## src/rtl/fetch_pkg.sv

```systemverilog
// Shared types and default sizes for the fetch front end.
// Optional call/return support is enabled with FETCH_CALL_EN.
package fetch_pkg;

  localparam int ADDR_W_D   = 4;
  localparam int INSTR_W_D  = 9;
  localparam int RESET_PC_D = 0;

  typedef enum logic [1:0] {
    IDLE,
    RUN,
    HALT
  } state_t;

endpackage

```

## src/rtl/fetch_if.sv

```systemverilog
// Instruction handoff bundle between fetch and datapath.
// Valid/ready handshake plus the fetch address of the held instruction.
interface fetch_if
  import fetch_pkg::*;
#(
  parameter int ADDR_W  = ADDR_W_D,
  parameter int INSTR_W = INSTR_W_D
) ();

  logic [INSTR_W-1:0] instr;
  logic               instr_valid;
  logic               instr_ready;
  logic [ADDR_W-1:0]  pc_out;

  modport master (
    output instr,
    output instr_valid,
    output pc_out,
    input  instr_ready
  );

  modport slave (
    input  instr,
    input  instr_valid,
    input  pc_out,
    output instr_ready
  );

endinterface

```

## src/rtl/fetch_pc.sv

```systemverilog
// Fetch program counter: load on redirect, increment on fetch, else hold.
// Wraps silently modulo 2^ADDR_W.
module fetch_pc
  import fetch_pkg::*;
#(
  parameter int ADDR_W   = ADDR_W_D,
  parameter int RESET_PC = RESET_PC_D
) (
  input  logic              clk,
  input  logic              rst_n,
  input  logic              load,
  input  logic [ADDR_W-1:0] load_addr,
  input  logic              inc,
  output logic [ADDR_W-1:0] fpc
);

  // Redirect wins over sequential advance
  always_ff @(posedge clk or negedge rst_n) begin
    if (!rst_n) begin
      fpc <= ADDR_W'(RESET_PC);
    end else if (load) begin
      fpc <= load_addr;
    end else if (inc) begin
      fpc <= fpc + ADDR_W'(1);
    end
  end

endmodule

```

## src/rtl/fetch_unit.sv

```systemverilog
// Fetch stage: IDLE/RUN/HALT control, redirect, and instruction register.
// Define FETCH_CALL_EN to add call_en/ret_en with one return register.
module fetch_unit
  import fetch_pkg::*;
#(
  parameter int ADDR_W   = ADDR_W_D,
  parameter int INSTR_W  = INSTR_W_D,
  parameter int RESET_PC = RESET_PC_D
) (
  input  logic               clk,
  input  logic               rst_n,
  output logic [ADDR_W-1:0]  imem_addr,
  input  logic [INSTR_W-1:0] imem_data,
  fetch_if.master            out,
  input  logic               jump_en,
  input  logic [ADDR_W-1:0]  jump_target,
  input  logic               halt_req,
  input  logic               resume,
`ifdef FETCH_CALL_EN
  input  logic               call_en,
  input  logic               ret_en,
`endif
  output logic               halted
);

  state_t            state;
  state_t            state_nxt;
  logic              redirect;
  logic [ADDR_W-1:0] target;
  logic              fetch;
  logic [ADDR_W-1:0] fpc;

`ifdef FETCH_CALL_EN
  logic [ADDR_W-1:0] ra;

  // Redirect source: jump and call share jump_target, return uses ra
  always_comb begin
    redirect = jump_en | call_en | ret_en;
    target   = (jump_en | call_en) ? jump_target : ra;
  end

  // Return address captured only when call is the winning redirect
  always_ff @(posedge clk or negedge rst_n) begin
    if (!rst_n) begin
      ra <= '0;
    end else if (call_en && !jump_en) begin
      ra <= out.pc_out + ADDR_W'(1);
    end
  end
`else
  // Redirect source: plain jump only
  always_comb begin
    redirect = jump_en;
    target   = jump_target;
  end
`endif

  // State register
  always_ff @(posedge clk or negedge rst_n) begin
    if (!rst_n) begin
      state <= IDLE;
    end else begin
      state <= state_nxt;
    end
  end

  // Next state and fetch enable; fetch needs a free output slot
  always_comb begin
    state_nxt = state;
    fetch     = 1'b0;
    unique case (state)
      IDLE: state_nxt = RUN;
      RUN: begin
        if (halt_req) state_nxt = HALT;
        fetch = !halt_req && !redirect &&
                (!out.instr_valid || out.instr_ready);
      end
      HALT: begin
        if (resume && !halt_req) state_nxt = RUN;
      end
      default: state_nxt = IDLE;
    endcase
  end

  // Instruction register: flush on redirect, refill or drain otherwise
  always_ff @(posedge clk or negedge rst_n) begin
    if (!rst_n) begin
      out.instr       <= '0;
      out.instr_valid <= 1'b0;
      out.pc_out      <= '0;
    end else if (redirect) begin
      out.instr_valid <= 1'b0;
    end else if (fetch) begin
      out.instr       <= imem_data;
      out.pc_out      <= fpc;
      out.instr_valid <= 1'b1;
    end else if (out.instr_ready) begin
      out.instr_valid <= 1'b0;
    end
  end

  fetch_pc #(
    .ADDR_W   (ADDR_W),
    .RESET_PC (RESET_PC)
  ) u_pc (
    .clk       (clk),
    .rst_n     (rst_n),
    .load      (redirect),
    .load_addr (target),
    .inc       (fetch),
    .fpc       (fpc)
  );

  assign imem_addr = fpc;
  assign halted    = (state == HALT);

endmodule
```

## src/flat_wrapper.sv

```systemverilog
// flat-port wrapper written by rule: the top's interface ports become plain ports
module fetch_unit_flat import fetch_pkg::*;
#(
  parameter int ADDR_W   = ADDR_W_D,
  parameter int INSTR_W  = INSTR_W_D,
  parameter int RESET_PC = RESET_PC_D
)
  (clk, rst_n, imem_addr, imem_data, jump_en, jump_target, halt_req, resume, halted, out_instr, out_instr_valid, out_pc_out, out_instr_ready);
  fetch_if #(.ADDR_W(ADDR_W), .INSTR_W(INSTR_W)) out_i ();
  input  logic clk;
  input  logic rst_n;
  output logic [ADDR_W-1:0] imem_addr;
  input  logic [INSTR_W-1:0] imem_data;
  input  logic jump_en;
  input  logic [ADDR_W-1:0] jump_target;
  input  logic halt_req;
  input  logic resume;
  output logic halted;
  output wire logic [$bits(out_i.instr)-1:0] out_instr;
  output wire logic [$bits(out_i.instr_valid)-1:0] out_instr_valid;
  output wire logic [$bits(out_i.pc_out)-1:0] out_pc_out;
  input wire logic [$bits(out_i.instr_ready)-1:0] out_instr_ready;
  assign out_instr = out_i.instr;
  assign out_instr_valid = out_i.instr_valid;
  assign out_pc_out = out_i.pc_out;
  assign out_i.instr_ready = out_instr_ready;
  fetch_unit #(.ADDR_W(ADDR_W), .INSTR_W(INSTR_W), .RESET_PC(RESET_PC)) u_core (.clk(clk), .rst_n(rst_n), .imem_addr(imem_addr), .imem_data(imem_data), .out(out_i), .jump_en(jump_en), .jump_target(jump_target), .halt_req(halt_req), .resume(resume), .halted(halted));
endmodule
```

## config.mk

```make
export PLATFORM = sky130hd
export DESIGN_NAME = fetch_unit_flat
export DESIGN_NICKNAME = d
export VERILOG_FILES = /design/src/rtl/fetch_pkg.sv /design/src/rtl/fetch_if.sv /design/src/rtl/fetch_pc.sv /design/src/rtl/fetch_unit.sv /design/src/flat_wrapper.sv
export SDC_FILE = /design/constraint.sdc
export NUM_CORES = 1
export LEC_CHECK = 0
export CORE_MARGIN = 2
export CORE_UTILIZATION = 41
export CTS_CLUSTER_DIAMETER = 80
export DETAILED_ROUTE_END_ITERATION = 10
export PLACE_DENSITY_LB_ADDON = 0.3
export SYNTH_ARGS = -nofsm -noshare
export SYNTH_HDL_FRONTEND = slang
export SYNTH_SLANG_ARGS = --single-unit
```

## constraint.sdc

```tcl
create_clock -name clk -period 2.1 [get_ports clk]
set_clock_uncertainty 0.1 [all_clocks]
set_input_delay 0.63 -clock clk [delete_from_list [all_inputs] [get_ports clk]]
set_output_delay 0.63 -clock clk [all_outputs]
set_load 0.005 [all_outputs]
```

# ---- Yosys cells after proc, flatten, opt, wreduce, memory -nomap -nowiden
# Cells that the tools add are included.
dict set report classes {
  n_addsub 1
  mul 0
  div 0
  n_lt_le_gt_ge 0
  n_eq_ne 4
  shift 0
  muxes 9
  bitwise 1
  n_reduce_logical 12
}
# operator count
set ops {}
lappend ops {{$mux 4} 2}
lappend ops {{$pmux 2 s3} 1}
lappend ops {{$add 4x1->4 const B} 1}
lappend ops {{$mux 1} 4}
lappend ops {{$mux 2} 2}
lappend ops {{$reduce_and 2->1} 2}
lappend ops {{$logic_and 1x1->1} 3}
lappend ops {{$logic_not 1->1} 3}
lappend ops {{$reduce_bool 3->1} 1}
lappend ops {{$eq 2x1->1 const B} 1}
lappend ops {{$eq 2x2->1 const B} 1}
lappend ops {{$logic_not 2->1} 1}
lappend ops {{$ne 2x1->1 const B} 1}
lappend ops {{$ne 2x2->1 const B} 1}
lappend ops {{$reduce_bool 2->1} 1}
lappend ops {{$logic_or 1x1->1} 1}
lappend ops {{$not 1->1} 1}
dict set report totals {
  ff_bits 20
  latch_bits 0
  ramBits 0
  rom_bits 0
  input_bits 19
  out_inout_bits 19
  elab_cells 32
  memories 0
}

# ---- Depth between registers and ports, before layout
dict set report depth {
  depth_word 6
  ltp_mapped 4
  ltp_nobuf 4
}

# ---- By module
# Synthesis repeated with hierarchy kept, for this count alone.
dict set report hier_totals {
  hier_cells 58
  area_unflattened_um2 885.8
}
# mod n_inst cells_each area_per_inst_um2 seq_area_each_um2
set by_module_without_submodules {}
lappend by_module_without_submodules {fetch_unit 1 40 683.2 400.4}
lappend by_module_without_submodules {fetch_pc 1 18 202.7 100.1}

# ---- Least setup slack after synthesis
# OpenSTA, ideal clock, no wires.
dict set report synth_path {
  path_kind {input port to flip-flop}
  start {input halt_req}
  end {register u_core.out.instr[0]}
  setup_time_ns 0.125
  t_arrival_ns 1.707
  t_required_ns 1.875
  setup_slack_ns 0.168
  stages 4
  n_path_buf 1
  path_cell_list {or3b_4 -> nor3_4 -> buf_6 -> mux2_2}
}
dict set report synth_between {
  elab_chain_cells 5
}
# element line
set synth_rtl {}
lappend synth_rtl {{from (decl)} flat_wrapper.sv:16} ;# input logic halt_req;
lappend synth_rtl {{$logic_not 1->1} fetch_unit.sv:75} ;# fetch = !halt_req && !redirect &&
lappend synth_rtl {{$logic_and 1x1->1 (2 in a row)} fetch_unit.sv:75}
lappend synth_rtl {{$mux 1} fetch_unit.sv:71} ;# unique case (state)
lappend synth_rtl {{$reduce_and 2->1 (no line)} --}
lappend synth_rtl {{to (signal assigned)} fetch_unit.sv:94} ;# out.instr <= imem_data;
lappend synth_rtl {{to (decl)} fetch_if.sv:16} ;# output instr,
# Every way passes these cells.
# A chain may end at the register's enable or synchronous reset.

# ---- Worst setup path after layout
dict set report layout_path {
  start {input halt_req}
  end {register u_core.out.instr[6]}
}
# The elaborated chain is that of the path after synthesis.

==> metrics.md <==
| Metric | Value |
|---|---|
| Die X | between 50 and 60 um |
| Most common cell after layout, fill and taps aside | clkdlybuf4s50_1 |
| Net switching power | 0.000424 W |
| Via-to-Cell Ratio | 5.06 |
| Distinct cells, synth | 24 |
| Final Critical Period | 2.04 ns |
| Flop and latch count out of synthesis | 20 |
| Outcome | complete, no violations |
| Syn avg cell area | roughly 13 um^2 |
| Seq/Total Area, Yosys | 56.7% |
| Pre-CTS setup slack | -0.328 ns |
| Syn Inst Count | 68 |
| Routed length per instance | 12.7 um |
| Pin count of the biggest net entering global routing | 21 |
| RSZ-0062 raised after global routing | false |
| Arrival @ worst endpoint | 2.14 ns |
| Share of layout cells above drive strength 1 | between 20% and 30% |
| Switching portion of total power | 25.7% |
| Pint | 0.00123 W |
| Final hold violations | 0 |
| Final Max Tran Viols | 0 |
| Comb power frac | a little over two fifths |
| Critical path class | in -> reg |
| CP max stage cell | clkdlybuf4s50_1 |
| CTS Root Cell | clkbuf_4 |
| Clock Path Buffers | 2 |
| Ports | 38 |
| Starting Density | 44.1% |
| Area of the core | 2000 um^2 |
| CP max FO | 9 |
| DRT Pass-1 Iters | 4 |
| Syn-to-layout area delta | 56.3% |
| Initial antenna violation count | 0 |
| Final setup vio count | 0 |
| Clock power frac | 18.7% |
| DP HPWL | around 1.4 mm |
| Synth Warn # | 0 |
| CTS tree | done |
| Diode count | 0 |
| Critical path buffers and inverters | 2 |
| Worst-Margin Slew | 0.315 ns |
| First-pass GRT wire length | 3.15 mm |
| Total congestion overflow | 0 |
| Hold bufs inserted after CTS | 0 |
| Reg power frac | between 30% and 40% |
| Worst IR Drop VDD | ~650 uV |
| Setup TNS | 0 ns |
| Slack of the critical path | 0.0574 ns |
| Clock latency on the worst-skew pair | 0.30 ns |
| Most frequent cells in the layout | clkdlybuf4s50_1 (36), dfrtp_1 (20), mux2_2 (13), buf_4 (6), nand2_1 (5) |
| Max cap viols | 0 |
| # DRC | 0 |
| Largest delay contributor family on the critical path | buffers and inverters |
| Placer Congestion | 0.780 |
| R2R Setup Slk | 0.36 ns |
| Max frequency | 490 MHz |
| Number of CTS-inserted buffers | 3 |
| Max-slew headroom | 78.7% |
| Drt initial violations | 15 |
| LEAKAGE | 0.581 nW |
| GRT Util Overall | 16.4% |
| # H-tree levels | 1 |
| Row cnt | 16 |
| CP endpoint kind | register |
| Period utilisation layout | between 90% and 100% |
| CP peak stage delay | 0.45 ns |
| # nets final | 135 |
| Post-Syn Area | 882 um^2 |
| Remaining antenna violation count after routing | 0 |
| Die ar. | 2540 um^2 |
| Syn nets | 88 |
| Hold/Removal Path Class | reg -> reg |
| Die height | between 50 and 60 um |
| Clock sink count | 20 |
| Worst endpoint required time | 2.20 ns |
| Routed wire length | 1.79 mm |
| Worst path cell trace | clkdlybuf4s50_1 > or3b_4 > nor3_4 > buf_6 > mux2_2 |
| IO Port Bufs | 37 |
| Via count | 714 |
| Pwr Density | 1200 nW/um^2 |
| Crit path launch type | input port |
| Worst-path clk slew | 0.11 ns |
| Vias in the first global route | between 700 and 800 |
==> stage by stage <==
stage	power [W]	area, um^2	cells	utilization (%)	hold WS, ns
final	0.00165	1380	141	68.9	0.414
after global routing	0.00177	1380	141	68.9	0.434
after CTS	0.00167	1380	141	68.7	0.422
after detailed placement	0.00134	1320	136	65.8	0.396
after global placement	0.00132	1320	136	65.8	0.391
after floorplan	0.000921	882	68	-	0.234
==> kinds of logic (layout without fill, tap and decap cells) <==
family,Yosys count,in the layout,synth area share (%)
compound gates,10,10,8.09
fa+ha+maj,1,1,1.42
buf+inv,4,50,2.55
flops,20,20,56.7
mux,13,13,16.6
simple gates,20,20,14.6
==> cell usage after synthesis <==
cell / count / area [um^2]
buf_6: 1 / 11.3
nor2_1: 1 / 3.75
nor3_4: 1 / 16.3
a31oi_1: 1 / 6.26
inv_1: 2 / 7.51
ha_1: 1 / 12.5
nor2b_1: 1 / 6.26
nand2_1: 5 / 18.8
nor4_1: 1 / 6.26
o311ai_0: 3 / 26.3
a21oi_1: 1 / 5.00
dfrtp_1: 20 / 500
a221o_1: 1 / 10.0
mux2_2: 13 / 146
a2bb2oi_1: 1 / 8.76
or3b_4: 1 / 11.3
or2_2: 1 / 6.26
and2b_2: 2 / 17.5
nor3b_1: 1 / 7.51
o21ai_0: 3 / 15.0
nand2b_1: 3 / 18.8
nand3_1: 2 / 10.0
clkbuf_1: 1 / 3.75
nand4_1: 1 / 6.26
==> timing repair <==
item,in CTS,in global routing
resized for setup,2,2
setup endpoints to repair,2,8
buffers inserted,1,0
==> path summary, 6_finish.rpt <==
check,cells after the start,from,end
max,5,halt_req,u_core.out.instr[6]
max reg2reg,5,u_core.state[0],u_core.out.instr[6]
min reg2reg,1,u_core.out.pc_out[0],u_core.out.pc_out[0]
min in group asynchronous,2,rst_n,u_core.out.pc_out[1]
min,1,u_core.out.pc_out[0],u_core.out.pc_out[0]
max in group asynchronous,2,rst_n,u_core.u_pc.fpc[1]
==> per-layer routing <==
layer	wire, um	up-vias	global-route usage [%]
met2	835	36	26.5
li1	-	345	-
met4	24	0	6.76
met3	132	4	3.57
met1	793	329	21.3
met5	0	-	0
==> power by group through the flow <==
stage	registers (W)	logic, W	clock network [W]
after global routing	0.000678	0.000755	0.000334
after detailed placement	0.000659	0.000682	0
final	0.000646	0.000695	0.000309
after CTS	0.000648	0.000701	0.000316
after global placement	0.000655	0.000663	0
after floorplan	0.000660	0.000262	0
==> registers in the layout, summed over array words and instances (netlist names) <==
register / cells
u_core.out.instr: 9
u_core.u_pc.fpc: 4
u_core.out.instr_valid: 1
u_core.out.pc_out: 4
u_core.state: 2
==> area by class of cell <==
class	instances	area (um^2)
clock inverters	1	30.0
clock buffers	3	22.5
fillers	157	623
multi-input cells	44	359
well taps	27	33.8
flip-flops and latches	20	500
inverters	2	7.51
repair buffers	44	425
Power figures use the tool's default switching activity.
==> variant: new RTL, same settings <==
Re-encode `state_t` (3 states) as one-hot, 3 bits wide.
--- a/src/rtl/fetch_pkg.sv
+++ b/src/rtl/fetch_pkg.sv
@@ -7,8 +7,8 @@
   localparam int RESET_PC_D = 0;
 
-  typedef enum logic [1:0] {
-    IDLE,
-    RUN,
-    HALT
+  typedef enum logic [2:0] {
+    IDLE = 3'b001,
+    RUN  = 3'b010,
+    HALT = 3'b100
   } state_t;
 
Formal check against the unedited RTL: no difference found for any inputs over 10 cycles, from zero or initial values and one cycle with rst_n low; not proved beyond that.
==> variant against the unedited design <==
- design area is 16% higher
- utilization increased by 3.4 points
- worst setup slack lost 0.041 ns
- sequential cell count is 1 higher
- routed wire length grew 32%
- synthesized area increased by 8.4%
- count of clock-buffer cells in the layout unchanged
- sequential power is 7.4% higher
- total power is 8.7% higher
- maximum frequency decreased by 2.0%
- largest cell class is now non-clock buffers
==> variant: results (changes against the unedited design) <==
Status
  – Status: finished clean

Pwr
  – VDD IR max: 0.699 mV (+8.1%)
  – Leakage: 0.000697 µW (+20%)

Drt
  – DR pass1 iterations: 4 (unchanged)
  – Violation count after the first detailed-routing iteration: 19 (+4)
  – Routed WL: 2.35 mm (+32%)
  – Vias: 801 (+12%)

Clock tree
  – Number of CTS-inserted buffers: 3 (unchanged)
  – CTS Root Cell: clkbuf_4
  – Clock-pin slew of the registers on the worst-case setup and hold paths: 0.12 ns
  – Clk buf depth: 2 (unchanged)
  – Worst-skew pair later-pin latency: slightly below 0.3 ns
  – H-tree depth: 1 (unchanged)

Place
  – Placer Congestion: 0.762 (-2.3%)
  – Port Buf Inserts: 37 (unchanged)
  – Setup WS pre-CTS: -0.461 ns (-0.133 ns)
  – Dpl hpwl: 1.63 mm (+17%)
  – Cells after DPL: 147 (+8.1%)

Min path
  – HP Start: u_core.out.instr[6]
  – Worst hold path stage count: 1 (unchanged)
  – Worst hold-check path type: register to register
  – Hold path endpoint: u_core.out.instr[6]

GRT
  – Vias in the first global route: 756 (+4.9%)
  – Antenna violations before repair: 0 (unchanged)
  – Largest net degree at the start of global routing: 22 (+4.8%)
  – First-pass GRT wire length: 3.53 mm (+12%)
  – Gr usage total: 17.8% (+1.4 points)

Setup path
  – R2R cell count: 6 (+1)
  – Timing startpoint of the critical path: halt_req
  – Setup crit start kind: primary input
  – RR Startpoint: u_core.state[1]
  – Crit Reg-Reg Endpoint: u_core.out.instr[6]
  – Reg-to-reg slack, setup: 0.08 ns (-0.28 ns)
  – Max Fanout on Critical Path: 3 (-6)

Logic synthesis
  – Ys Warns: 0 (unchanged)
  – Ys async rst share: 100% (unchanged)
  – Adder-Cell Fraction of Synth Area: 1.31% (-0.11 points)
  – Synth Area in XOR/XNOR: 0.916% (+0.92 points)
  – Mux share of post-synthesis cell area: 16.4% (-0.23 points)
  – Synth cell types: 29 (+21%)
  – Sequential fraction of the synthesis area: 55.1% (-1.6 points)
  – Primary FF master, synth: dfrtp_1
  – Most frequent cells after synthesis: 20 x dfrtp_1, 7 x mux2_1, 6 x mux2_2, 6 x nor2_1, 4 x o21ai_0
  – Compound-gate portion of the synthesized area: 7.46% (-0.62 points)
  – Synth top area cells: dfrtp_1 52%, mux2_1 8.2%, mux2_2 7.1%, dfstp_2 2.7%, buf_6 2.4%
  – Syn_area_per_cell: 12.3 µm² (-5.5%)
  – Syn_nets: 98 (+11%)

Layout
  – Non-Filler Instances: 163 (+16%)
  – Share of cells above drive strength 1: 30.4% (+4.9 points)
  – Fillers: 163 (+3.8%)
  – Top Registers: u_core.out.instr (9), u_core.out.pc_out (4), u_core.u_pc.fpc (4)
  – Diodes inserted: 0 (unchanged)

STA
  – Max_slew headroom: 72.6% (-6.2 points)
==> variant: cells by family after synthesis <==
| logic type | Yosys count |
|---|---|
| AO/OA/AOI/OAI | 12 |
| XOR/XNOR | 1 |
| adder cells (fa/ha/maj) | 1 |
| buffers and inverters | 7 |
| flip-flops | 21 |
| multiplexers | 14 |
| AND/OR/NAND/NOR | 22 |
==> variant: layout make-up <==
type | instances | area, µm² | share of cell area, %
Clock inverter | 1 | 5.00 | 0.313
Multi-Input combinational cell | 50 | 428 | 26.8
Clock buffer | 3 | 22.5 | 1.41
Tap cell | 28 | 35.0 | 2.19
Timing Repair Buffer | 57 | 568 | 35.6
Sequential cell | 21 | 528 | 33.0
Inverter | 3 | 11.3 | 0.705
==> variant: critical path, cell delays in order <==
cell,delay (ns)
clkdlybuf4s15_1,0.19
or4b_4,0.52
nor3_4,0.27
buf_4,0.15
buf_6,0.10
mux2_2,0.32
==> variant: how the worst max path moves through the flow <==
stage                           to  slack [ns]  depth (start not counted)
6_report       u_core.out.instr[6]        0.02                          6
5_1_grt        u_core.out.instr[4]       -0.02                          6
4_1_cts                     halted        0.01                          4
3_3_place_gp   u_core.out.instr[8]       -0.43                          5
2_1_floorplan  u_core.out.instr[0]        -0.1                          5
3_5_place_dp   u_core.out.instr[5]       -0.46                          5
==> variant: repair_timing <==
item	4_1_cts	5_1_grt
setup buffers	5	7
pin swaps	4	3
cloned	1	0
gates resized for setup	9	2
setup endpoints to repair	16	14
==> variant: layer usage <==
layer	GRT usage, %	vias up	wire, µm
met3	2.57	0	124
met1	24.3	380	953
met5	0	-	0
li1	-	394	-
met2	30.6	27	1270
met4	2.56	0	0
==> variant: where the power goes <==
group | switching, µW | leakage [µW] | internal (µW)
clock network | 119 | 0.0000177 | 70.8
logic | 274 | 0.000428 | 636
registers | 114 | 0.000252 | 580
total | 507 | 0.000697 | 1290
==> variant: metrics by stage <==
| stage | area, µm² | util [%] | total power (µW) | hold WS, ns | setup TNS (ns) |
|---|---|---|---|---|---|
| final | 1600 | 72.2 | 1790 | 0.419 | 0 |
| after global routing | 1600 | 72.2 | 1900 | 0.431 | -0.0348 |
| after CTS | 1540 | 69.6 | 1710 | 0.425 | 0 |
| after detailed placement | 1440 | 65.1 | 1470 | 0.392 | -6.76 |
| after global placement | 1440 | 65.1 | 1430 | 0.393 | -6.46 |
| after floorplan | 1000 | - | 1080 | 0.234 | -0.998 |
